<file path="src/rtl/i2s_frame_tx.sv">
// N-channel I2S / left-justified / TDM serial audio transmitter.
// Samples are staged per frame on a valid/ready stream and replayed next frame.
module i2s_frame_tx #(
  parameter int DW       = 24,
  parameter int SW       = 32,
  parameter int NCH      = 2,
  parameter int SCLK_DIV = 4,
  parameter int MODE     = 0,
  parameter int CW       = (NCH > 1) ? $clog2(NCH) : 1
) (
  input  logic          clk,
  input  logic          rst,
  input  logic          s_valid,
  output logic          s_ready,
  input  logic [DW-1:0] s_data,
  output logic [CW-1:0] s_chan,
  output logic          underrun,
  output logic          sclk,
  output logic          lrclk,
  output logic          sdo
);

  localparam int DVW = $clog2(SCLK_DIV);
  localparam int BW  = (SW > 1) ? $clog2(SW) : 1;
  localparam int NW  = $clog2(NCH + 1);

  localparam logic [DVW-1:0] DIV_LAST  = DVW'(SCLK_DIV - 1);
  localparam logic [DVW-1:0] DIV_MID   = DVW'(SCLK_DIV / 2 - 1);
  localparam logic [BW-1:0]  BIT_LAST  = BW'(SW - 1);
  localparam logic [CW-1:0]  SLOT_LAST = CW'(NCH - 1);
  localparam logic [CW-1:0]  SLOT_HALF = CW'(NCH / 2);
  localparam logic [NW-1:0]  CNT_FULL  = NW'(NCH);

  logic [DVW-1:0] r_div;
  logic [BW-1:0]  r_bit;
  logic [CW-1:0]  r_slot;
  logic [NW-1:0]  r_cnt;
  logic [DW-1:0]  r_stage [NCH];
  logic [DW-1:0]  r_shift [NCH];
  logic           r_sclk;
  logic           r_lrclk;
  logic           r_sdo;
  logic           r_dly;
  logic           r_under;

  logic           w_wrap;
  logic           w_bit_end;
  logic           w_slot_end;
  logic           w_bnd;
  logic           w_full;
  logic           w_accept;
  logic [BW-1:0]  w_nbit;
  logic [CW-1:0]  w_nslot;
  logic           w_raw_nxt;
  logic           w_lr_half;
  logic           w_lr_sync;
  logic           w_lr_nxt;

  assign w_wrap     = (r_div == DIV_LAST);
  assign w_bit_end  = (r_bit == BIT_LAST);
  assign w_slot_end = (r_slot == SLOT_LAST);
  assign w_bnd      = w_wrap & w_bit_end & w_slot_end;
  assign w_full     = (r_cnt == CNT_FULL);
  assign w_accept   = s_valid & s_ready;

  assign w_nbit  = w_bit_end ? '0 : r_bit + 1'b1;
  assign w_nslot = !w_bit_end ? r_slot :
                   (w_slot_end ? '0 : r_slot + 1'b1);

  // At the boundary the new frame's first bit comes from what is about to load.
  always_comb begin
    w_raw_nxt = 1'b0;
    if (w_bnd) begin
      w_raw_nxt = w_full & r_stage[0][DW-1];
    end else begin
      for (int j = 0; j < DW; j++) begin
        if (w_nbit == BW'(j)) w_raw_nxt = r_shift[w_nslot][DW-1-j];
      end
    end
  end

  assign w_lr_half = (w_nslot >= SLOT_HALF);
  assign w_lr_sync = (w_nslot == '0) && (w_nbit == '0);
  assign w_lr_nxt  = (MODE == 2) ? w_lr_sync : w_lr_half;

  assign s_ready  = !rst & !w_full & !w_bnd;
  assign s_chan   = r_cnt[CW-1:0];
  assign underrun = r_under;
  assign sclk     = r_sclk;
  assign lrclk    = r_lrclk;
  assign sdo      = r_sdo;

  always_ff @(posedge clk) begin
    if (rst) begin
      r_div   <= '0;
      r_bit   <= '0;
      r_slot  <= '0;
      r_cnt   <= '0;
      r_sclk  <= 1'b0;
      r_lrclk <= 1'b0;
      r_sdo   <= 1'b0;
      r_dly   <= 1'b0;
      r_under <= 1'b0;
      for (int k = 0; k < NCH; k++) r_shift[k] <= '0;
    end else begin
      r_under <= 1'b0;
      r_div   <= w_wrap ? '0 : r_div + 1'b1;
      if (r_div == DIV_MID) r_sclk <= 1'b1;
      if (w_wrap) begin
        r_sclk  <= 1'b0;
        r_bit   <= w_nbit;
        r_slot  <= w_nslot;
        r_lrclk <= w_lr_nxt;
        r_dly   <= w_raw_nxt;
        r_sdo   <= (MODE == 1) ? w_raw_nxt : r_dly;
      end
      if (w_bnd) begin
        r_cnt   <= '0;
        r_under <= !w_full;
        for (int k = 0; k < NCH; k++) begin
          r_shift[k] <= w_full ? r_stage[k] : '0;
        end
      end else if (w_accept) begin
        r_cnt <= r_cnt + 1'b1;
      end
    end
  end

  always_ff @(posedge clk) begin
    if (w_accept) r_stage[r_cnt[CW-1:0]] <= s_data;
  end

endmodule

</file>
<file path="config.mk">
export PLATFORM = sky130hd
export DESIGN_NAME = i2s_frame_tx
export DESIGN_NICKNAME = d
export VERILOG_FILES = /design/src/rtl/i2s_frame_tx.sv
export SDC_FILE = /design/constraint.sdc
export NUM_CORES = 1
export LEC_CHECK = 0
export BUFFER_PORTS_ARGS = -buffer_cell sky130_fd_sc_hd__buf_2
export CAP_MARGIN = 20
export CORE_MARGIN = 2
export CORE_UTILIZATION = 45
export DETAILED_ROUTE_END_ITERATION = 12
export GPL_ROUTABILITY_DRIVEN = 0
export PLACE_DENSITY = 0.61
export RECOVER_POWER = 25
export SLEW_MARGIN = 20
export SYNTH_ARGS = -nofsm -noshare
export SYNTH_HDL_FRONTEND = slang
export SYNTH_SLANG_ARGS = --single-unit
</file>
<file path="constraint.sdc">
create_clock -name clk -period 5 [get_ports clk]
set_input_delay 0.75 -clock clk [delete_from_list [all_inputs] [get_ports clk]]
set_output_delay 0.75 -clock clk [all_outputs]
set_load 0.02 [all_outputs]
</file>
==> results of run 1 <==
## cell usage in the layout, fill, tap and decap left out, types with 3 or more instances in the layout
cell      instances
buf_2            25
mux2i_1           9
a311oi_1          4
a211oi_1          3
o21ai_0           5
o211ai_1          3
nor3_1           15
nand2_1          25
a31oi_1           5
mux2_2            7
o31a_1            3
clkbuf_8          9
and3_1            8
nand3b_1          3
dfxtp_1          14
edfxtp_1         96
inv_1            12
nor2_1           16
and2_1           47
a21oi_1           3
clkbuf_1          8
buf_4             5
or3_1             3
ha_1              9
## synthesized netlist by cell type (3+ instances only)
cell type,number,share of area
o21ai_0,5,0.0053
mux2_2,7,0.017
or3_1,3,0.0040
nor3_1,15,0.016
mux2i_1,9,0.019
and3_1,8,0.011
dfxtp_1,14,0.059
a21oi_1,3,0.0032
a31oi_1,5,0.0066
buf_2,4,0.0042
nor3b_1,3,0.0048
and2_1,47,0.062
a211oi_1,3,0.0048
clkbuf_1,12,0.0095
o211ai_1,3,0.0048
nor2_1,16,0.013
edfxtp_1,96,0.61
a311oi_1,4,0.0074
inv_1,12,0.0095
nand3b_1,3,0.0048
nand2_1,25,0.020
ha_1,9,0.024
o31a_1,3,0.0056
## registers in the layout (all words and copies together), names as in the netlist, 2 cells and up
signal / cells
r_cnt: 2
r_shift: 48
r_div: 2
r_stage: 48
r_bit: 5
## worst min-delay path by stage
stage	start	slack, ns	to
floorplan	r_div[0]	0.43	r_div[0]
finish	r_div[0]	0.47	r_div[0]
global placement	sclk	0.44	sclk
CTS	r_div[0]	0.47	r_div[0]
global route	r_div[0]	0.50	r_div[0]
detailed placement	sclk	0.45	sclk
## routing by layer
metal | GRT usage | share of wire | vias up
li1 | - | - | 1352
met1 | 0.209 | 0.46 | 1308
met2 | 0.242 | 0.47 | 64
met3 | 0.0386 | 0.038 | 12
met4 | 0.0649 | 0.026 | 0
met5 | 0 | 0 | -
## worst max-delay path, stage by stage (launching register included)
cell	delay, ns
dfxtp_1	0.49
ha_1	0.35
and3_1	0.19
ha_1	0.64
xor2_1	0.39
or3_1	0.41
a311o_1	0.39
or3_1	0.35
a31oi_1	0.18
o211a_1	0.17
o21ai_1	0.06
## kinds of logic after synthesis
| group | after synthesis | synth area share |
|---|---|---|
| and+or+nand+nor | 129 | 0.147 |
| DFF | 110 | 0.670 |
| AOI/OAI and AO/OA | 50 | 0.0819 |
| buffers and inverters | 31 | 0.0297 |
| muxes | 16 | 0.0358 |
| adders and majority gates | 9 | 0.0239 |
| xor gates and xnor gates | 4 | 0.0114 |
## final cells by class
class	count	area share
Sequential cell	110	0.610
Clock inverter	6	0.0133
Clock buffer	10	0.0246
Inverter	12	0.00868
Multi-Input combinational cell	208	0.274
Tap cell	136	0.0328
Timing Repair Buffer	37	0.0364
## metrics by stage
| step | instances | power, uW | setup slack, ns | util |
|---|---|---|---|---|
| after CTS | 519 | 1680 | 1.31 | 0.508 |
| final | 519 | 1670 | 1.26 | 0.507 |
| after detailed placement | 503 | 1160 | 1.31 | 0.489 |
| after global routing | 519 | 1740 | 0.976 | 0.507 |
| after floorplan | 349 | 1120 | 0.967 | - |
| after global placement | 503 | 1160 | 1.44 | 0.489 |
## power by group
part	leakage, uW	internal (uW)	total, uW	switching [uW]
Combinational	0.000743	32.5	91.0	58.5
Sequential	0.00105	1040	1050	12.5
Clock	0.0000973	236	530	294
Total	0.00189	1300	1670	365
==> metrics.yaml, run 1 <==
outcome:
  outcome: "completed"
synth:
  synth_nets: 385
  synthFlopType: "edfxtp_1"
  synth.avg_cell_area_um2: 13.5
  synth_cell_types: 56
  yosys_warnings: 0
  ys_ff_latch: 110
  async_flop_share: 0
  syn_inst: 349
  seq_area_frac_synth: 0.670
  synth-edff-count: 96
  syn_area_um2: 4720
place:
  place_area_um2: 5000
  hpwl_mm: 5.59
  io_buffers: 32
grt:
  grt-ovfl-total: 0
  grt_pass1_vias: 2681
  gr-usage-all-layers: 0.156
  grt_pass1_wl_mm: 13.5
  grt_max_degree: 51
  antenna_found_initial: 0
sta:
  max-slew-margin-rel: 0.495
  fmax_ghz: 0.267
  holdWs_ns: 0.467
  hold_viol: 0
  period_share: 0.748
  tightest_slew_ns: 0.758
  rsz0062_at_grt: "no"
  setup_viol: 0
  period_needed_ns: 3.74
  fin_skew_ns: 0.0123
  finalSetupTns_ns: 0
  finalMaxSlewViolations: 0
cts:
  cts_buffers: 9
  root_buffer: "clkbuf_8"
  cts_sinks: 110
  h-tree-depth: 3
  cts_tree: "done"
  cts-hold-fix-buffers: 0
  cts.repair.resized: 0
  cts.clk_slew.worst_paths_ns: 0.10
  post_cts.repair.setup_buffers: 0
  clock_path_buffers: 2
  worstSkewPairLatency_ns: 0.36
hold_path:
  min_path_cells: 1
  hold_path_class: "register to register"
detailed_routing:
  ant_nets: 0
  drt-initial-drc-count: 142
  wl_mm: 8.16
  drc_errors: 0
  wl_per_cell_um: 15.7
  firstDrtPassIters: 4
  drt-vias-per-instance: 5.27
  num_vias: 2736
worst_setup_path:
  path_class: "register to register"
  r2r_slack_ns: 1.26
  reg2reg_depth: 10
  arrival_ns: 4.00
  end_kind: "register"
  endpoint: "r_dly"
  cp-startpoint: "r_bit[1]"
  critPathRequiredTime_ns: 5.26
  crit_path_start_kind: "register"
  reg2reg_from: "r_bit[1]"
  worstReg2RegEnd: "r_dly"
  cp_max_fo: 18
layout:
  final-seq-area_um2: 3160
  nNetsFinal: 414
  multi_input_area_um2: 1420
  antenna_cells: 0
  layout-drive-gt1-share: 0.151
  area_delta_synth_final_pct: 9.92
  n_fill_cell: 870
  design_area_um2: 5190
floorplanning:
  coreArea_um2: 10200
  die_y_um: 106
  fp-row-count: 37
  die_x_um: 106
  start_util: 0.461
  io-pin-count: 33
  die-area_um2: 11300
power_and_ir_drop:
  powerDensity_nw_per_um2: 322
  vdd.ir_drop.worst_mv: 0.171
  leakage_uw: 0.00189
flow_run:
  max_cap_violations: 0
Power figures use the tool's default switching activity.
==> run 2: changes to the inputs <==
Settings changed: PLACE_DENSITY 0.61 to 0.64.
Clock period 5 ns to 3 ns, I/O delays scaled along.
==> run 2 against run 1 <==
First-iteration DRC count is 23% higher. Utilization is 0.95 points higher. Combinational power is 67% higher. Via count is 1.4% higher. Hold slack worse by 0.21 ns. Setup slack worse by 1.1 ns. Final area is 1.9% higher. Die area stayed put. Global-route usage is 0.053 points lower. Power is 68% higher. Routed wire length is 0.70% higher. Critical endpoint unchanged. Largest cell class unchanged.
==> metrics.yaml, run 2 (same netlist as run 1, synthesis figures left out) <==
outcome:
  outcome: "completed"
layout:
  multi_input_area_um2: 1440  # +1.4%
  layout-drive-gt1-share: 0.186  # +0.0343
  layout_common_cells: "edfxtp_1 (96), and2_1 (47), nand2_1 (25), buf_2 (25), nor3_1 (15)"
  final_common_cell: "edfxtp_1"
  final-seq-area_um2: 3160  # unchanged
  area_delta_synth_final_pct: 12.0
  antenna_cells: 0  # unchanged
  nNetsFinal: 424  # +2.4%
  n_fill_cell: 876  # +0.69%
detailed_routing:
  firstDrtPassIters: 4  # unchanged
  num_vias: 2774  # +1.4%
  ant_nets: 0  # unchanged
  drt-initial-drc-count: 174  # +23%
  drc_errors: 0  # unchanged
  wl_mm: 8.21  # +0.70%
  drt-vias-per-instance: 5.24  # -0.53%
  wl_per_cell_um: 15.5  # -1.2%
sta:
  setup_slack_ns: 0.185  # -1.08 ns
  max-slew-margin-rel: 0.589  # +0.0943
  finalMaxSlewViolations: 0  # unchanged
  finalSetupTns_ns: 0  # unchanged
  period_needed_ns: 2.82  # -0.923 ns
  period_share: 0.938  # +0.191
  fmax_ghz: 0.355  # +33%
  setup_viol: 0  # unchanged
  rsz0062_at_grt: "no"
  hold_viol: 0  # unchanged
  fin_skew_ns: 0.00778  # -0.00455 ns
  tightest_slew_ns: 0.616  # -0.141 ns
power_and_ir_drop:
  p_switching_uw: 622  # +70%
  power.internal_uw: 2180  # +67%
  clkPwrFrac: 0.322  # +0.005
  leakage_uw: 0.00195  # +3.2%
  seq_power_share: 0.623  # -0.005
  p_sw_frac: 0.222  # +0.00327
  comb_power_share: 0.054  # about the same
  powerDensity_nw_per_um2: 530  # +65%
  vdd.ir_drop.worst_mv: 0.413  # +140%
worst_setup_path:
  path_class: "register to register"
  worstPathCellList: "ha_1, and3_1, ha_1, buf_4, xnor2_4, or3_1, a311o_1, or3_1, a31oi_1, o211a_1, o21ai_1"
  critPathRequiredTime_ns: 3.27  # -1.99 ns
  slowest_delay_ns: 0.36  # -0.28 ns
  crit_family: "simple AND/OR/NAND/NOR gates"
  crit_path_start_kind: "register"
  cp_slowest_cell: "or3_1"
  arrival_ns: 3.08  # -0.92 ns
  cp_max_fo: 7  # -11
  path_buf_inv: 1  # +1
  r2r_slack_ns: 0.18  # -1.08 ns
  end_kind: "register"
grt:
  gr-usage-all-layers: 0.155  # -0.000529
  grt_pass1_wl_mm: 13.3  # -1.1%
  grt-ovfl-total: 0  # unchanged
  grt_pass1_vias: 2736  # +2.1%
  antenna_found_initial: 0  # unchanged
  grt_max_degree: 51  # unchanged
hold_path:
  hold_path_class: "primary input to register"
place:
  pre_cts_slack_ns: 0.200  # -1.11 ns
  io_buffers: 32  # unchanged
  hpwl_mm: 5.59  # about the same
cts:
  clock_path_buffers: 2  # unchanged
  root_buffer: "clkbuf_8"
  worstSkewPairLatency_ns: 0.38  # +0.02 ns
  h-tree-depth: 3  # unchanged
  cts_tree: "done"
  cts_buffers: 9  # unchanged
  cts_sinks: 110  # unchanged
  cts-hold-fix-buffers: 0  # unchanged
  cts.clk_slew.worst_paths_ns: 0.10  # about the same
floorplanning:
  die_x_um: 106  # unchanged
  die-area_um2: 11300  # unchanged
  die_y_um: 106  # unchanged
  io-pin-count: 33  # unchanged
  fp-row-count: 37  # unchanged
  start_util: 0.461  # unchanged
  coreArea_um2: 10200  # unchanged
flow_run:
  max_cap_violations: 0  # unchanged
==> run 2: metal layers <==
metal  wire length [um]  part of all wire  track usage  up-vias
met3                388             0.047       0.0490       12
li1                   -                 -            -     1364
met4                156             0.019       0.0575        0
met5                  0                 0            0        -
met1               3710              0.45        0.194     1334
met2               3950              0.48        0.254       64
==> run 2: power groups by stage <==
stage | combinational, uW | sequential (uW) | clock (uW)
after floorplan | 91.5 | 1780 | 0
after global placement | 152 | 1780 | 0
after detailed placement | 157 | 1780 | 0
after CTS | 158 | 1750 | 930
after global routing | 172 | 1750 | 981
final | 152 | 1750 | 903
==> run 2: worst paths after layout <==
path              from             to  cells past startpoint
max reg2reg   r_bit[0]          r_dly                     11
min reg2reg       sclk           sclk                      1
max           r_bit[0]          r_dly                     11
min          s_data[6]  r_stage[0][6]                      1
==> run 2: metrics by stage <==
stage                util  cells  instance area [um2]  total power [uW]  hold WS [ns]
floorplan               -    349                 4730              1870         0.434
global placement    0.497    513                 5080              1930         0.444
detailed placement  0.497    513                 5080              1940         0.447
CTS                 0.517    529                 5290              2840         0.231
global route        0.517    529                 5290              2910         0.230
finish              0.517    529                 5290              2800         0.253
==> run 2: worst register-to-register path: cells and delay by family (launching register included) <==
kind                       cells  cell delay (ns)
xor gates and xnor gates       1             0.14
AOI/OAI and AO/OA              4             0.72
DFF                            1             0.32
and+or+nand+nor                3             0.87
buffers and inverters          1             0.20
adders and majority gates      2             0.46
==> run 2: repair_timing <==
item	in CTS	in global routing
setup buffers	0	0
gates resized for setup	0	2
endpoints found under the setup margin	0	1
==> run 2: layout make-up <==
type / instances / share of cell area
clock inverter: 7 / 0.0149
inverter: 12 / 0.00852
multi-input combinational: 208 / 0.273
timing repair buffer: 47 / 0.0492
tap: 136 / 0.0322
clock buffer: 9 / 0.0234
sequential: 110 / 0.598
==> run 3: changes to the inputs <==
==> constraint.sdc (replaced) <==
create_clock -name clk -period 3 [get_ports clk]
set_input_delay 0.6 -clock clk [delete_from_list [all_inputs] [get_ports clk]]
set_output_delay 0.6 -clock clk [all_outputs]
set_load 0.02 [all_outputs]
==> run 3 against run 2 <==
Via count up 0.50%. Sequential share of layout area increased by 0.41 points. Die area unchanged. Utilization down 0.35 points. Setup slack improved by 0.021 ns. First-iteration DRC count is 7.5% lower. Non-clock buffer count decreased by 1. Flip-flop and latch count did not move. Clock-buffer cell count is 1 higher. Hold slack improved by 0.17 ns. Critical endpoint is now s_ready. Largest cell class unchanged. Largest power group unchanged.
==> metrics.yaml, run 3 (same netlist as run 1, synthesis figures left out) <==
layout:
  layout-drive-gt1-share: 0.166  # -0.0195
  stdcell_count: 527  # -0.38%
  antenna_cells: 0  # unchanged
  nNetsFinal: 423  # -0.24%
  layout_common_cells: "edfxtp_1 (96), and2_1 (47), nand2_1 (25), buf_2 (23)"
  n_fill_cell: 888  # +1.4%
  area_delta_synth_final_pct: 11.2
  final_common_cell: "edfxtp_1"
  design_area_um2: 5250  # -0.69%
cts:
  cts-hold-fix-buffers: 0  # unchanged
  cts_tree: "done"
  clock_path_buffers: 2  # unchanged
  cts.clk_slew.worst_paths_ns: 0.09  # about the same
  post_cts.repair.setup_buffers: 0  # unchanged
  root_buffer: "clkbuf_8"
  cts_sinks: 110  # unchanged
  cts.repair.resized: 0  # unchanged
  worstSkewPairLatency_ns: 0.36  # -0.02 ns
  h-tree-depth: 3  # unchanged
  cts_buffers: 9  # unchanged
worst_setup_path:
  worstPathCellList: "and3_1, ha_1, buf_4, nand3_1, nand2b_4, nor2_2, buf_2"
  cp_slowest_cell: "dfxtp_1"
  r2r_slack_ns: 0.21  # +0.02 ns
  path_class: "register to output port"
  arrival_ns: 2.19  # -0.89 ns
  cp_max_fo: 13  # +6
  reg2reg_from: "r_bit[2]"
  critPathRequiredTime_ns: 2.40  # -0.87 ns
  crit_path_start_kind: "register"
  reg2reg_depth: 9  # -2
  slowest_delay_ns: 0.56  # +0.20 ns
  worstReg2RegEnd: "r_dly"
  end_kind: "output port"
sta:
  finalSetupTns_ns: 0  # unchanged
  finalMaxSlewViolations: 0  # unchanged
  period_needed_ns: 2.79  # -0.0209 ns
  hold_viol: 0  # unchanged
  rsz0062_at_grt: "no"
  setup_slack_ns: 0.206  # +0.0209 ns
  max-slew-margin-rel: 0.585  # -0.00379
  fin_skew_ns: 0.00889  # +0.00110 ns
  period_share: 0.931  # -0.00697
  fmax_ghz: 0.358  # +0.75%
  holdWs_ns: 0.419  # +0.165 ns
  setup_viol: 0  # unchanged
  tightest_slew_ns: 0.622  # +0.00569 ns
hold_path:
  hp-start: "s_data[6]"
  min_path_cells: 1  # unchanged
  holdPathEnd: "r_stage[0][6]"
  hold_path_class: "primary input to register"
floorplanning:
  io-pin-count: 33  # unchanged
  coreArea_um2: 10200  # unchanged
  die_y_um: 106  # unchanged
  start_util: 0.461  # unchanged
  fp-row-count: 37  # unchanged
  die-area_um2: 11300  # unchanged
  die_x_um: 106  # unchanged
place:
  io_buffers: 32  # unchanged
  pre_cts_slack_ns: 0.264  # +0.0643 ns
  place_area_um2: 5080  # -0.15%
  hpwl_mm: 5.48  # -1.9%
  dpl.cell_count: 512  # -0.19%
detailed_routing:
  firstDrtPassIters: 4  # unchanged
  drt-vias-per-instance: 5.29  # +0.89%
  wl_per_cell_um: 15.2  # -1.8%
  num_vias: 2788  # +0.50%
  drt-initial-drc-count: 161  # -7.5%
  drc_errors: 0  # unchanged
  wl_mm: 8.04  # -2.2%
  ant_nets: 0  # unchanged
outcome:
  outcome: "completed"
grt:
  antenna_found_initial: 0  # unchanged
  grt_max_degree: 51  # unchanged
  gr-usage-all-layers: 0.152  # -0.00318
  grt_pass1_wl_mm: 13.2  # -1.0%
  grt-ovfl-total: 0  # unchanged
  grt_pass1_vias: 2724  # -0.44%
power_and_ir_drop:
  vdd.ir_drop.worst_mv: 0.289  # -30%
  powerDensity_nw_per_um2: 524  # -1.1%
  leakage_uw: 0.00192  # -1.4%
flow_run:
  max_cap_violations: 0  # unchanged
## run 3: cell count changes in the layout (fill, tap and decap cells not counted), sizes merged
cell | previous run | this run
buf | 39 | 36
clkbuf | 17 | 20
clkinv | 2 | 1
inv | 15 | 14
## run 3: area by class of cell
type / instances / area [um2] / area share
Timing Repair Buffer: 46 / 250 / 0.0477
Tap cell: 136 / 170 / 0.0324
Sequential cell: 110 / 3160 / 0.603
Clock buffer: 10 / 128 / 0.0243
Clock inverter: 5 / 58.8 / 0.0112
Inverter: 12 / 45.0 / 0.00858
Multi-Input combinational cell: 208 / 1430 / 0.273
## run 3: critical path: cells and delay by family (launching register included)
family                     cells  cell delay [ns]
adders and majority gates      1             0.33
buffers and inverters          2             0.36
DFF                            1             0.56
and+or+nand+nor                4             0.59
## run 3: worst max path at each step
stage                         from             to  slack, ns
after floorplan           r_bit[0]  r_stage[1][0]       0.15
after global placement    r_bit[0]          r_dly       0.32
after detailed placement  r_bit[2]          r_dly       0.26
after CTS                 r_bit[2]        s_ready       0.22
after global routing      r_bit[2]          r_dly       0.04
final                     r_bit[2]        s_ready       0.21
## run 3: where the power goes
part           switching [uW]  total [uW]  internal, uW
Combinational            98.4         152          53.3
Sequential               18.8        1750          1730
Clock                     468         853           385
Total                     585        2750          2170
## run 3: metal layers
| layer | GRT usage | vias up | wire (um) |
|---|---|---|---|
| met5 | 0 | - | 0 |
| met1 | 0.196 | 1330 | 3640 |
| met4 | 0.0649 | 0 | 194 |
| met2 | 0.249 | 74 | 3840 |
| met3 | 0.0331 | 16 | 356 |
| li1 | - | 1368 | - |
## run 3: per-stage QoR
step                      total power [uW]   util
after floorplan                       1870      -
after global placement                1930  0.496
after detailed placement              1940  0.496
after CTS                             2790  0.514
after global routing                  2860  0.513
final                                 2750  0.513
